$ cat src/rtl/rsa_mmio_pkg.sv
// Shared definitions for the memory-mapped modular-exponentiation block:
// register word offsets, STATUS bit positions and the controller state set.
package rsa_mmio_pkg;

  // Word offsets inside the peripheral's address window (ALUResult[4:2]).
  localparam logic [2:0] OFF_BASE   = 3'd0;
  localparam logic [2:0] OFF_EXP    = 3'd1;
  localparam logic [2:0] OFF_MOD    = 3'd2;
  localparam logic [2:0] OFF_CTRL   = 3'd3;
  localparam logic [2:0] OFF_STATUS = 3'd4;
  localparam logic [2:0] OFF_RESULT = 3'd5;

  // STATUS register bit positions.
  localparam int ST_BUSY = 0;
  localparam int ST_DONE = 1;
  localparam int ST_ERR  = 2;

  // Square-and-multiply controller states.
  typedef enum logic [2:0] {
    IDLE  = 3'd0,
    CHECK = 3'd1,
    STEP  = 3'd2,
    MUL   = 3'd3,
    SQR   = 3'd4,
    DONE  = 3'd5
  } state_e;

endpackage

$ cat src/rtl/mod_mul.sv
// Interleaved (MSB-first, one multiplier bit per cycle) modular multiplier.
// Computes p = a*b mod m for a,b < m. The first bit is folded in on the
// launch edge, so done pulses exactly W cycles after start is sampled.
module mod_mul #(
  parameter int W = 16
) (
  input  logic         clk,
  input  logic         reset,
  input  logic         start,
  input  logic [W-1:0] a,
  input  logic [W-1:0] b,
  input  logic [W-1:0] m,
  output logic         done,
  output logic [W-1:0] p
);

  localparam int AW = W + 2;
  localparam int CW = $clog2(W + 1);

  logic [W-1:0]  acc_q, acc_d;
  logic [W-1:0]  a_q, a_d;
  logic [W-1:0]  b_q, b_d;
  logic [W-1:0]  m_q, m_d;
  logic [CW-1:0] cnt_q, cnt_d;
  logic          busy_q, busy_d;
  logic          done_q, done_d;

  // One shift-add step: acc*2 (+b), then two conditional subtractions keep
  // the accumulator below m. The W+2 bit intermediate holds up to 3m-1.
  function automatic logic [W-1:0] mm_step(input logic [W-1:0] acc,
                                           input logic          abit,
                                           input logic [W-1:0]  bb,
                                           input logic [W-1:0]  mm);
    logic [AW-1:0] t;
    logic [AW-1:0] mx;
    mx = {2'b00, mm};
    t  = {1'b0, acc, 1'b0};
    if (abit) t = t + {2'b00, bb};
    if (t >= mx) t = t - mx;
    if (t >= mx) t = t - mx;
    return t[W-1:0];
  endfunction

  // Next-state: capture operands on launch, then consume one bit per cycle.
  always_comb begin
    acc_d  = acc_q;
    a_d    = a_q;
    b_d    = b_q;
    m_d    = m_q;
    cnt_d  = cnt_q;
    busy_d = busy_q;
    done_d = 1'b0;
    if (busy_q) begin
      acc_d = mm_step(acc_q, a_q[W-1], b_q, m_q);
      a_d   = a_q << 1;
      cnt_d = cnt_q - CW'(1);
      if (cnt_q == CW'(1)) begin
        busy_d = 1'b0;
        done_d = 1'b1;
      end
    end else if (start) begin
      acc_d  = mm_step('0, a[W-1], b, m);
      a_d    = a << 1;
      b_d    = b;
      m_d    = m;
      cnt_d  = CW'(W - 1);
      busy_d = 1'b1;
    end
  end

  // State registers.
  always_ff @(posedge clk or posedge reset) begin
    if (reset) begin
      acc_q  <= '0;
      a_q    <= '0;
      b_q    <= '0;
      m_q    <= '0;
      cnt_q  <= '0;
      busy_q <= 1'b0;
      done_q <= 1'b0;
    end else begin
      acc_q  <= acc_d;
      a_q    <= a_d;
      b_q    <= b_d;
      m_q    <= m_d;
      cnt_q  <= cnt_d;
      busy_q <= busy_d;
      done_q <= done_d;
    end
  end

  assign done = done_q;
  assign p    = acc_q;

endmodule

$ cat src/rtl/rsa_modexp_mmio.sv
// Memory-mapped modular exponentiation coprocessor. Firmware loads BASE,
// EXP and MOD, writes CTRL.bit0, polls STATUS and reads RESULT. The loop is
// right-to-left square-and-multiply driven by a shared modular multiplier.
module rsa_modexp_mmio
  import rsa_mmio_pkg::*;
#(
  parameter int W = 16
) (
  input  logic        clk,
  input  logic        reset,
  input  logic        sel,
  input  logic        we,
  input  logic [2:0]  addr,
  input  logic [31:0] wdata,
  output logic [31:0] rdata,
  output logic        irq
);

  state_e state_q, state_d;

  logic [W-1:0] base_q, base_d;
  logic [W-1:0] exp_q, exp_d;
  logic [W-1:0] mod_q, mod_d;
  logic [W-1:0] result_q, result_d;
  logic [W-1:0] r_q, r_d;
  logic [W-1:0] b_q, b_d;
  logic [W-1:0] e_q, e_d;
  logic         done_q, done_d;
  logic         err_q, err_d;

  logic         busy;
  logic         wr_en;
  logic         start;
  logic         chk_err;
  logic         mul_start;
  logic [W-1:0] mul_a;
  logic         mul_done;
  logic [W-1:0] mul_p;

  // Only the low W data bits are architectural; the rest are dropped.
  logic unused_wdata;
  assign unused_wdata = ^wdata;

  // Bus writes are accepted only while the engine is not running.
  assign wr_en   = sel & we & ~busy;
  assign start   = wr_en & (addr == OFF_CTRL) & wdata[0];
  assign chk_err = (mod_q == '0) | (base_q >= mod_q);

  // FSM state register.
  always_ff @(posedge clk or posedge reset) begin
    if (reset) state_q <= IDLE;
    else       state_q <= state_d;
  end

  // FSM next-state logic; a start seen in DONE re-launches directly.
  always_comb begin
    state_d = state_q;
    case (state_q)
      IDLE, DONE: state_d = start ? CHECK : IDLE;
      CHECK:      state_d = chk_err ? DONE : STEP;
      STEP: begin
        if (e_q == '0)  state_d = DONE;
        else if (e_q[0]) state_d = MUL;
        else             state_d = SQR;
      end
      MUL:        if (mul_done) state_d = SQR;
      SQR:        if (mul_done) state_d = STEP;
      default:    state_d = IDLE;
    endcase
  end

  // FSM outputs: busy flag and multiplier launch/operand select. The square
  // is launched on the same cycle the multiply completes.
  always_comb begin
    busy      = 1'b0;
    mul_start = 1'b0;
    mul_a     = b_q;
    case (state_q)
      CHECK: busy = 1'b1;
      STEP: begin
        busy      = 1'b1;
        mul_start = (e_q != '0);
        mul_a     = e_q[0] ? r_q : b_q;
      end
      MUL: begin
        busy      = 1'b1;
        mul_start = mul_done;
      end
      SQR:     busy = 1'b1;
      default: busy = 1'b0;
    endcase
  end

  // Datapath next-state: register-file writes plus loop working registers.
  always_comb begin
    base_d   = base_q;
    exp_d    = exp_q;
    mod_d    = mod_q;
    result_d = result_q;
    r_d      = r_q;
    b_d      = b_q;
    e_d      = e_q;
    done_d   = done_q;
    err_d    = err_q;
    if (wr_en) begin
      case (addr)
        OFF_BASE: base_d = wdata[W-1:0];
        OFF_EXP:  exp_d  = wdata[W-1:0];
        OFF_MOD:  mod_d  = wdata[W-1:0];
        default:  ;
      endcase
    end
    if (start) begin
      done_d = 1'b0;
      err_d  = 1'b0;
    end
    case (state_q)
      CHECK: begin
        if (chk_err) begin
          err_d    = 1'b1;
          result_d = '0;
          done_d   = 1'b1;
        end else begin
          r_d = (mod_q == W'(1)) ? '0 : W'(1);
          b_d = base_q;
          e_d = exp_q;
        end
      end
      STEP: begin
        if (e_q == '0) begin
          result_d = r_q;
          done_d   = 1'b1;
        end
      end
      MUL: if (mul_done) r_d = mul_p;
      SQR: begin
        if (mul_done) begin
          b_d = mul_p;
          e_d = e_q >> 1;
        end
      end
      default: ;
    endcase
  end

  // Datapath registers; reset aborts any run and discards its result.
  always_ff @(posedge clk or posedge reset) begin
    if (reset) begin
      base_q   <= '0;
      exp_q    <= '0;
      mod_q    <= '0;
      result_q <= '0;
      r_q      <= '0;
      b_q      <= '0;
      e_q      <= '0;
      done_q   <= 1'b0;
      err_q    <= 1'b0;
    end else begin
      base_q   <= base_d;
      exp_q    <= exp_d;
      mod_q    <= mod_d;
      result_q <= result_d;
      r_q      <= r_d;
      b_q      <= b_d;
      e_q      <= e_d;
      done_q   <= done_d;
      err_q    <= err_d;
    end
  end

  mod_mul #(.W(W)) u_mul (
    .clk   (clk),
    .reset (reset),
    .start (mul_start),
    .a     (mul_a),
    .b     (b_q),
    .m     (mod_q),
    .done  (mul_done),
    .p     (mul_p)
  );

  // Read mux: combinational from addr, zero outside the window.
  always_comb begin
    rdata = '0;
    if (sel) begin
      case (addr)
        OFF_BASE:   rdata = 32'(base_q);
        OFF_EXP:    rdata = 32'(exp_q);
        OFF_MOD:    rdata = 32'(mod_q);
        OFF_STATUS: begin
          rdata[ST_BUSY] = busy;
          rdata[ST_DONE] = done_q;
          rdata[ST_ERR]  = err_q;
        end
        OFF_RESULT: rdata = 32'(result_q);
        default:    rdata = '0;
      endcase
    end
  end

  assign irq = done_q;

endmodule

$ cat config.mk
export PLATFORM = sky130hd
export DESIGN_NAME = rsa_modexp_mmio
export DESIGN_NICKNAME = d
export VERILOG_FILES = /design/src/rtl/rsa_mmio_pkg.sv /design/src/rtl/mod_mul.sv /design/src/rtl/rsa_modexp_mmio.sv
export SDC_FILE = /design/constraint.sdc
export NUM_CORES = 1
export LEC_CHECK = 0
export ABC_CLOCK_PERIOD_IN_PS = 10200
export CORE_MARGIN = 1.5
export CORE_UTILIZATION = 35
export CTS_CLUSTER_DIAMETER = 60
export DETAILED_ROUTE_END_ITERATION = 6
export HOLD_SLACK_MARGIN = 0.1
export MAX_ROUTING_LAYER = met4
export PLACE_DENSITY = 0.62
export SLEW_MARGIN = 25
export SYNTH_ARGS = -nofsm -noshare
export SYNTH_HDL_FRONTEND = slang
export SYNTH_SLANG_ARGS = --single-unit
$ cat constraint.sdc
create_clock -name clk -period 10.2 [get_ports clk]
set_input_delay 2.55 -clock clk [delete_from_list [all_inputs] [get_ports clk]]
set_output_delay 2.55 -clock clk [all_outputs]
set_load 0.02 [all_outputs]
# Yosys cells after proc, flatten, opt, wreduce, memory -nomap -nowiden
# Index checks and enable logic that the tools add are counted.
# Widths: inputs -> output; s select.
[word_totals] regBits=188 in_bits=39 output_inout_bits=33
[op_classes] n_addsub=6 magnitude_cmp=5 n_eq_ne=17 muxes=56 bitwise=7 n_reduce_logical=19
[ops] operator="$mux 16" count=16
[ops] operator="$mux 18" count=9
[ops] operator="$pmux 16 s2" count=4
[ops] operator="$ge 18x16->1" count=4
[ops] operator="$pmux 13 s4" count=1
[ops] operator="$sub 18x16->18" count=2
[ops] operator="$logic_not 16->1" count=2
[ops] operator="$mux 32" count=1
[ops] operator="$sub 16x16->16" count=2
[ops] operator="$pmux 3 s5" count=2
[ops] operator="$add 17x16->18" count=1
[ops] operator="$eq 16x1->1 const B" count=1
[ops] operator="$ge 16x16->1" count=1
[ops] operator="$reduce_bool 16->1" count=1
[ops] operator="$mux 3" count=5
[ops] operator="$mux 1" count=14
[ops] operator="$eq 3x2->1 const B" count=4
[ops] operator="$eq 3x3->1 const B" count=4
[ops] operator="$mux 5" count=2
[ops] operator="$reduce_and 2->1" count=5
[ops] operator="$reduce_and 3->1" count=3
[ops] operator="$reduce_bool 2->1" count=4
[ops] operator="$eq 3x1->1 const B" count=2
[ops] operator="$logic_not 3->1" count=2
[ops] operator="10 further kinds" count=18

# Longest topological paths before layout
[logic_depth] word_depth=13 depth_mapped=30 mapped_depth_nobuf=29

# Hierarchy
# Synthesis repeated with hierarchy kept, for this count alone.
[hier_totals] cells_unflattened=1655 hier_area_um2=14680.3
[by_module_without_submodules] module="mod_mul" instances=1 cells_per_inst=1006 area_per_inst_um2=8144.1
[by_module_without_submodules] module="rsa_modexp_mmio" instances=1 cells_per_inst=649 area_per_inst_um2=6536.3

# Least setup slack after synthesis
# No wires, ideal clock.
[synth_timing] path_kind="input port to output port" startpoint="input addr[0]" endpoint="output rdata[10]" t_arrival_ps=4058 required_ps=7650 setup_slack_ps=3592 stages=7 path_cell_list="buf_1 > clkbuf_1 > mux2i_1 > nor2_1 > a21oi_1 > o21ai_0 > and2_1"
[synth_via] elab_chain_len=3
[synth_rtl] item="start: declaration" line="rsa_modexp_mmio.sv:13" text="input logic [2:0] addr,"
[synth_rtl] item="$eq 3x3->1, or another cell as far along" line="rsa_modexp_mmio.sv:186" text="case (addr)"
[synth_rtl] item="$pmux 13 s4 *" line="rsa_modexp_mmio.sv:186"
[synth_rtl] item="$mux 32 *" line="rsa_modexp_mmio.sv:185" text="if (sel) begin"
[synth_rtl] item="end: declaration" line="rsa_modexp_mmio.sv:15" text="output logic [31:0] rdata,"
# Mark *: on every way between the ends. The rest lies on a longest branch, timed or not.

# Worst setup path in the final report
[layout_timing] startpoint="input addr[1]" endpoint="output rdata[11]"
# The elaborated chain is that of the path after synthesis.

==> results_dict.tcl <==
set metrics [dict create \
    die_x_um 201 \
    relSlewSlack 0.325 \
    min_to "u_mul.a_q[8]" \
    synthesis.area_um2 13700 \
    holdCritStartpoint "u_mul.a_q[7]" \
    drive_above_1_share 0.140 \
    grt_pass1_vias 10600 \
    htree_levels 4 \
    grt_usage 0.201 \
    reg2reg_from "u_mul.p[0]" \
    cp_data_required_time_ns 7.65 \
    synth_top_area_cell "dfrtp_1" \
    finalMaxSlewViolations 0 \
    critical_path_class "primary input to primary output" \
    tritoncts "done" \
    r2r_cells 28 \
    clkTransAtPathRegs_ns 0.07 \
    final_cell_mix "187 x dfrtp_1, 107 x o21ai_0, 104 x nor2_1" \
    clock.fmax_mhz 126 \
    end_kind "primary output" \
    synth_adder_area_share 0.0959 \
    antenna_found_initial 1 \
    setup_violations 0 \
    drt_iter0_markers 776 \
    yosys_warnings 0 \
    fp.dieH_um 201 \
    r2r-end "u_mul.p[0]" \
    portBuffers 39 \
    fp-row-count 72 \
    cap_violations 0 \
    hold_buffers 0 \
    cts_resized 0 \
    drtAntennaViolNets 0 \
    worst_slew_pin_slew_ns 1.00 \
    synth_mux_area_frac 0.113 \
    initial_utilization 0.354 \
    critPathLaunch "addr[1]" \
    nets 1603 \
    synth_enable_flop_cells 0 \
    worstSkewPairLatency_ns 0.45 \
    hpwl_um 29400 \
    critPathMaxFanout 25 \
    netlist_instances 1460 \
    post-route-period-util 0.779 \
    gr-total-overflow 0 \
    start_kind "primary input" \
    synth_compound_area_frac 0.215 \
    hold_depth 2 \
    drt-pass1-iter-count 5 \
    setup_tns_ns 0 \
    ys_seq_area_frac 0.342 \
    ys.flop_type "dfrtp_1" \
    grt_max_degree 114 \
    area_growth_pct 10.7 \
    cts-root-buf "clkbuf_16" \
    wl_um 39100 \
    synth.avg_cell_area_um2 9.38 \
    rsz0062_at_grt "false" \
    ys_async_sr_fraction 1.00 \
    hold_path.class "register to register" \
    period_needed_ns 7.95 \
    grt_pass1_wl_um 62300 \
    die_area_um2 40300 \
    cp.arrival_ns 5.40 \
    ys_ff_latch 187 \
    synthTopCellsByArea "dfrtp_1 34%, ha_1 8.9%, mux2_2 7.0%, o21ai_0 3.9%, mux2i_1 3.8%" \
    postCtsSetupBuffers 0 \
    yosysTopAreaCellShare 0.342 \
    yosys.area_share.xor_xnor 0.0371 \
    viasPerCell 5.57 \
    finalHoldViolations 0 \
    clock-skew-final_ns 0.0219 \
    io_pins 72 \
    clock-sinks 187 \
    synth-simple-area-share 0.150 \
    cts_buffers 17 \
    core_um2 38600 \
    nFillCells 3781 \
    mostFrequentLayoutCell "dfrtp_1" \
    wire_per_inst_um 19.6 \
    cts_buffer_depth 2 \
    vias 11100 \
    routabilityCongestion 0.923 \
    synth_top_family_by_area "compound AO/OA/AOI/OAI gates" \
    yosysUniqueCellTypes 82 \
    drc 0 \
    status "completed" \
    regToRegSetupSlack_ns 2.35 \
]
-- worst max-delay path by stage --
stage | endpoint | depth (start not counted)
after CTS | rdata[10] | 7
final | rdata[11] | 7
after floorplan | b_q[0] | 1
after global placement | rdata[11] | 7
after detailed placement | rdata[10] | 7
after global routing | u_mul.p[0] | 28
-- logic make-up (layout without fill, tap and decap cells) --
family / after synthesis / after routing
AO/OA/AOI/OAI: 416 / 416
XOR/XNOR: 58 / 58
adder cells (fa/ha/maj): 102 / 102
buffers and inverters: 146 / 146
flip-flops: 187 / 187
multiplexers: 140 / 140
other: 1 / 17
AND/OR/NAND/NOR: 410 / 410
-- per-stage QoR --
| step | hold WS [ns] | setup WS (ns) | cells | util | cell area [um2] |
|---|---|---|---|---|---|
| floorplan | 0.445 | 2.56 | 1475 | - | 13800 |
| detailed placement | 0.470 | 2.27 | 1961 | 0.376 | 14500 |
| finish | 0.486 | 2.25 | 1994 | 0.392 | 15200 |
| CTS | 0.487 | 2.27 | 1993 | 0.392 | 15100 |
| global route | 0.526 | 1.70 | 1994 | 0.392 | 15200 |
| global placement | 0.465 | 2.29 | 1961 | 0.376 | 14500 |
-- Yosys cell counts, types with 43 or more instances --
master      n
dfrtp_1   187
o21ai_0   107
nor2_1    105
ha_1       97
nand2_1    94
a21oi_1    90
mux2_2     85
inv_1      60
clkbuf_1   55
mux2i_1    52
nand2b_1   45
xnor2_1    43
-- worst max-delay path, stage by stage --
cell             delay, ns
clkdlybuf4s50_1       0.46
buf_4                 0.27
nor2b_1               0.71
a21oi_1               0.26
o21ai_0               0.34
and2_1                0.19
clkdlybuf4s50_1       0.61
-- metal layers --
| metal | routed length, um | vias to the layer above | share of wire | global-route usage |
|---|---|---|---|---|
| met5 | 0 | - | 0 | - |
| met4 | 653 | 0 | 0.017 | 0.0478 |
| met3 | 1740 | 35 | 0.044 | 0.0273 |
| met2 | 17800 | 291 | 0.46 | 0.307 |
| met1 | 18900 | 5425 | 0.48 | 0.283 |
| li1 | - | 5358 | - | - |
-- final cells by class --
class                   instances  area [um2]  area share
well taps                     518         648      0.0428
inverters                      60         233      0.0154
repair buffers                 54         507      0.0334
multi-input cells            1142        8470       0.559
flip-flops and latches        187        4680       0.309
diodes                          1        2.50    0.000165
clock inverters                15         191      0.0126
clock buffers                  17         425      0.0281
Power is left out: the tool's default activity adds up to more than one toggle a clock period on the data nets, which glitch-free logic cannot reach.
